### src/rtl/lcd1602_writer.sv
// lcd1602_writer: HD44780 write sequencer with setup/E-pulse/hold timing and execution wait.
// Define LCD_NIBBLE_MODE_EN for a 4-bit bus (two E pulses per byte on lcd_db[7:4]).
module lcd1602_writer #(
  parameter int T_AS   = 2,
  parameter int T_PW   = 8,
  parameter int T_H    = 2,
  parameter int T_EXEC = 640,
  parameter int T_LONG = 25000,
  parameter int CW     = 16
) (
  input  logic       in_clock,
  input  logic       rst,
  input  logic       wr_stb,
  input  logic [7:0] wr_data,
  input  logic       wr_rs,
  input  logic       clr_ovr,
  output logic [7:0] lcd_db,
  output logic       lcd_rs,
  output logic       lcd_rw,
  output logic       lcd_e,
  output logic       busy,
  output logic       overrun
);
  localparam logic [2:0] IDLE  = 3'd0;
  localparam logic [2:0] SETUP = 3'd1;
  localparam logic [2:0] EHIGH = 3'd2;
  localparam logic [2:0] HOLD  = 3'd3;
  localparam logic [2:0] WAIT  = 3'd4;

  logic [2:0]    r_state, w_next;
  logic [CW-1:0] r_cnt, w_load;
  logic [7:0]    r_data;
  logic          r_rs, r_ovr, w_more, w_long;

  // clear display and return home need the long execution wait
  assign w_long = !r_rs && r_data <= 8'h03;

  always_comb begin
    w_next = r_state == SETUP ? EHIGH :
             r_state == EHIGH ? HOLD  :
             r_state == HOLD  ? (w_more ? SETUP : WAIT) : IDLE;
    w_load = w_next == SETUP ? CW'(T_AS - 1) :
             w_next == EHIGH ? CW'(T_PW - 1) :
             w_next == HOLD  ? CW'(T_H - 1)  :
             w_next == WAIT  ? (w_long ? CW'(T_LONG - 1) : CW'(T_EXEC - 1)) : '0;
  end

  always_ff @(posedge in_clock or negedge rst)
    if (!rst) begin
      r_state <= IDLE;
      r_cnt   <= '0;
      r_data  <= 8'h00;
      r_rs    <= 1'b0;
      r_ovr   <= 1'b0;
    end else begin
      r_ovr <= (wr_stb && r_state != IDLE) || (r_ovr && !clr_ovr);
      if (r_state == IDLE) begin
        if (wr_stb) begin
          r_data  <= wr_data;
          r_rs    <= wr_rs;
          r_state <= SETUP;
          r_cnt   <= CW'(T_AS - 1);
        end
      end else if (r_cnt != '0) r_cnt <= r_cnt - CW'(1);
      else begin
        r_state <= w_next;
        r_cnt   <= w_load;
      end
    end

`ifdef LCD_NIBBLE_MODE_EN
  logic r_nib;
  always_ff @(posedge in_clock or negedge rst)
    if (!rst) r_nib <= 1'b0;
    else if (r_state == IDLE && wr_stb) r_nib <= 1'b0;
    else if (r_state == HOLD && r_cnt == '0) r_nib <= 1'b1;
  assign w_more = r_state == HOLD && !r_nib;
  assign lcd_db = {r_nib ? r_data[3:0] : r_data[7:4], 4'h0};
`else
  assign w_more = 1'b0;
  assign lcd_db = r_data;
`endif

  assign lcd_rs  = r_rs;
  assign lcd_rw  = 1'b0;
  assign lcd_e   = r_state == EHIGH;
  assign busy    = r_state != IDLE;
  assign overrun = r_ovr;
endmodule
### config.mk
export PLATFORM = sky130hd
export DESIGN_NAME = lcd1602_writer
export DESIGN_NICKNAME = d
export VERILOG_FILES = /design/src/rtl/lcd1602_writer.sv
export SDC_FILE = /design/constraint.sdc
export NUM_CORES = 1
export LEC_CHECK = 0
export ABC_CLOCK_PERIOD_IN_PS = 2200
export BUFFER_PORTS_ARGS = -buffer_cell sky130_fd_sc_hd__buf_2
export CAP_MARGIN = 5
export CORE_ASPECT_RATIO = 1.25
export CORE_MARGIN = 2
export CORE_UTILIZATION = 55
export DETAILED_ROUTE_END_ITERATION = 10
export PLACE_DENSITY = 0.83
export RECOVER_POWER = 100
export SYNTH_ARGS = -nofsm -noshare
export SYNTH_HDL_FRONTEND = slang
export SYNTH_SLANG_ARGS = --single-unit
### constraint.sdc
create_clock -name in_clock -period 2.2 [get_ports in_clock]
set_input_delay 0.33 -clock in_clock [delete_from_list [all_inputs] [get_ports in_clock]]
set_output_delay 0.33 -clock in_clock [all_outputs]
set_load 0.005 [all_outputs]
=== Yosys cells after proc, flatten, opt, wreduce, memory -nomap -nowiden ===
Index checks and enable logic that the tools add are counted.

* Flip-flop bits (word level): 29
* Input bits: 13
* Output and inout bits: 13
* Word-level logic and storage cells: 41

* Add/subtract/negate cells: 1
* Magnitude comparators: 1
* Equal/unequal tests: 9
* Mux-type cells: 14
* Reduce and logical (&&, ||, !) cells: 11

{| class="wikitable"
|+ Operators with widths
! cell !! number
|-
| $mux 15 || 5
|-
| $mux 16 || 3
|-
| $mux 3 || 6
|-
| $reduce_bool 16->1 || 1
|-
| $sub 16x1->16 const B || 1
|-
| $eq 3x2->1 const B || 4
|-
| $le 8x2->1 const B || 1
|-
| $eq 3x1->1 const B || 2
|-
| $ne 2x2->1 const B || 2
|-
| $reduce_and 2->1 || 2
|-
| $eq 3x3->1 const B || 1
|-
| $logic_and 1x1->1 || 3
|-
| $logic_not 3->1 || 1
|-
| $reduce_bool 3->1 || 1
|-
| $logic_not 1->1 || 2
|-
| $logic_or 1x1->1 || 1
|}

=== Longest topological paths before layout ===
* Depth after elaboration: 11
* Depth in mapped cells: 8
* Mapped depth without buffers: 7

=== Worst setup path after synthesis ===
OpenSTA, ideal clock, no wires.

* Path kind: register to register
* Start: register r_cnt[0]
* End: register r_cnt[5]
* Setup time: 0.126 ns
* Arrival time: 1.665 ns
* Data required time: 2.074 ns
* Setup slack: 0.409 ns
* Cell stages (with the launch flop): 9
* Buffers on the path: 1
* Clock period less this slack: 1.791 ns
* Path through: dfrtp_1 -> inv_1 -> ha_1 -> nor3b_1 -> nand4_2 -> buf_6 -> nand2_4 -> o21ai_2 -> a221o_1

* Longest elaborated chain between the ends: 3
* Elaborated cells between the ends (all ways): 4
* Classes of those cells: add/sub: 1; mux: 2; reduce/logical: 1

{| class="wikitable"
|+ Ends and longest elaborated chain
! element !! line !! RTL
|-
| start, declared || 31 || <nowiki>logic [CW-1:0] r_cnt, w_load;</nowiki>
|-
| start signal, assigned || 62 || <nowiki>r_cnt <= CW'(T_AS - 1);</nowiki>
|-
| start signal, assigned || 64 || <nowiki>end else if (r_cnt != '0) r_cnt <= r_cnt - CW'(1);</nowiki>
|-
| start signal, assigned || 67 || <nowiki>r_cnt <= w_load;</nowiki>
|-
| $sub 16x1->16 / $reduce_bool 16->1 (equally long branches) || 64 ||
|-
| $mux 16 (*) || 64 ||
|-
| $mux 16 (*) || 57 || <nowiki>if (r_state == IDLE) begin</nowiki>
|}

Mark *: on every way between the ends. The rest lies on a longest branch, timed or not.
A chain may end at the register's enable or synchronous reset.

=== Worst setup path in the final report ===
* Start: register r_cnt[0]
* End: register r_cnt[14]

Same word-level chain as after synthesis.

==> reports/qor.yml <==
busiest_layer: "met2"
die_area_um2: 3400
crit_fanout: 6
start_util_pct: 56.6
dp.cells: 216
grt_setup_unrepaired: "no"
total_power_mw: 2.85
layout_setup_ws_ps: 125
rows: 22
yosysWarnings: 0
grt_pass1_vias: 1403
synth_cell_types: 51
final_antenna_net_count: 0
gp_congestion: 0.926
synth_seq_area_share_pct: 44.8
max-cap-violations: 0
drt_iter0_drc: 62
clock_skew_ps: 15.4
finalSetupTns_ps: 0
setup_viol: 0
insertion_delay_ps: 340
period_minus_slack_ps: 2070
core_um2: 2860
r2r_start: "r_cnt[0]"
pre_cts_slack_ps: 32.5
overflow: 0
end_kind: "flip-flop"
worstHoldStart: "clr_ovr"
arrival_ps: 2310
dpl_cell_area_um2: 1780
hold_slack_ps: 151
power_leakage_nw: 0.863
power.density_nw_per_um2: 1520
synth_seq_cells: 29
routed_wl_mm: 3.72
async_flop_share_pct: 100
diodes: 0
finalInstanceArea_um2: 1870
peakVddDrop_v: 0.00110
post_drt_wl_per_cell_um: 16.5
worstMarginPinSlew_ps: 1480
fmax_mhz: 482
syn_area_um2: 1620
dieWidth_um: 52.5
critical_path_class: "reg -> reg"
hp-class: "in -> reg"
grt_max_degree: 30
first_pass_iters: 4
routed_via_density: 6.18
hold_viol_final: 0
clk_pin_slew_worst_paths_ps: 100
final_core_util_pct: 65.5
dp_hpwl_mm: 2.81
drc_errors: 0
synth_nets: 171
die_h_um: 64.7
postSynthCellCount: 156
clk_path_buf_depth: 2
use_met2_pct: 40.8
use_met1_pct: 30.9
root_buffer: "clkbuf_4"
synth-edff-count: 0
layout.nets: 203
cp.required_ps: 2440
top_level_ports: 26
track_usage_pct: 25.6
slew_viol_final: 0
vias: 1391
cts_tree: "built"
antenna_found_initial: 0
critical_path.startpoint: "r_cnt[0]"
final_cell_mix: "29 x dfrtp_1, 21 x buf_2, 13 x nand2_1, 12 x nor2_1"
grt_pass1_wl_mm: 6.33
finalNonFillerCells: 225
synth_area_per_cell_um2: 10.4
io_buffers: 24
slew_headroom_pct: 1.23
cts_sinks: 29
grtUsageMet3_pct: 5.99
drive_above_1_share_pct: 29.1
area_growth_pct: 15.8
cp-start-kind: "flip-flop"
fin_crit_sh_pct: 94.3
cts_max_level: 2
synth-main-ff-cell: "dfrtp_1"
cts_buffers: 5
outcome: "completed"
final_common_cell: "dfrtp_1"
## timing repair
| action | 4_1_cts | 5_1_grt |
|---|---|---|
| buffers inserted | 0 | 1 |
| hold buffers | 0 | 0 |
| gates resized for setup | 0 | 1 |
| setup endpoints to repair | 0 | 3 |
## critical path, cell delays in order, from the launching register on
cell,delay (ps)
dfrtp_1,440
inv_1,120
ha_1,230
or3b_1,410
nor3_2,310
and3_1,200
o21ai_0,70
a21o_1,200
## cells by family (layout without fill, tap and decap cells)
group           after synthesis  count (layout)  share of synthesized area [%]
simple gates                 57              57                           21.6
compound gates               43              43                           18.5
flops                        29              29                           44.8
mux                          10              10                           6.96
buf+inv                      10              43                           4.25
xor+xnor                      4               4                           2.16
fa+ha+maj                     2               2                           1.55
other cells                   1               1                          0.232
## synth_stat cells, types with 2 or more instances
master | count | area, um2
a21o_1 | 5 | 37.5
a21oi_1 | 4 | 20.0
a21oi_2 | 2 | 17.5
a22o_1 | 2 | 17.5
a31oi_1 | 5 | 31.3
and2_1 | 2 | 12.5
buf_4 | 2 | 15.0
buf_6 | 3 | 33.8
dfrtp_1 | 29 | 726
ha_1 | 2 | 25.0
inv_1 | 3 | 11.3
mux2_2 | 10 | 113
nand2_1 | 12 | 45.0
nand3_1 | 2 | 10.0
nor2_1 | 12 | 45.0
nor2b_1 | 2 | 12.5
nor3_1 | 4 | 20.0
nor3_2 | 3 | 30.0
nor3b_1 | 2 | 15.0
nor4_1 | 3 | 18.8
o211ai_1 | 4 | 30.0
o21ai_0 | 10 | 50.1
or4_1 | 3 | 22.5
xnor2_1 | 3 | 26.3
## state kept, by name, summed over array words and instances, names as in the netlist
| name | flops |
|---|---|
| r_cnt | 16 |
| lcd_db | 8 |
| r_state | 3 |
| lcd_rs | 1 |
| overrun | 1 |
## area by class of cell
cell class	instances	area (um2)
Fill cell	229	988
Clock buffer	5	37.5
Tap cell	36	45.0
Timing Repair Buffer	31	165
Inverter	4	15.0
Sequential cell	29	726
Multi-Input combinational cell	117	821
Clock inverter	3	65.1
## metal layers
| layer | wire length, um | share of wire, % |
|---|---|---|
| met4 | 126 | 3.4 |
| met2 | 1910 | 51 |
| met3 | 212 | 5.7 |
| met1 | 1470 | 40 |
| met5 | 0 | 0 |
## final timing paths
path | to | slack [ps] | cells after the start
min in group asynchronous | lcd_db[2] | 330 | 1
max in group asynchronous | r_cnt[0] | 1000 | 1
worst min-delay path | overrun | 150 | 2
worst max register to register | r_cnt[14] | 130 | 7
worst max-delay path | r_cnt[14] | 130 | 7
worst min register to register | lcd_db[0] | 510 | 1
## report_power, final
part           internal [mW]  switching, mW  total [mW]  leakage [nW]
sequential             0.778          0.297        1.07         0.359
combinational          0.598          0.627        1.22         0.448
clock                  0.352          0.194       0.546        0.0552
total                   1.73           1.12        2.85         0.863
No activity file was read; power rests on OpenSTA's default activity.
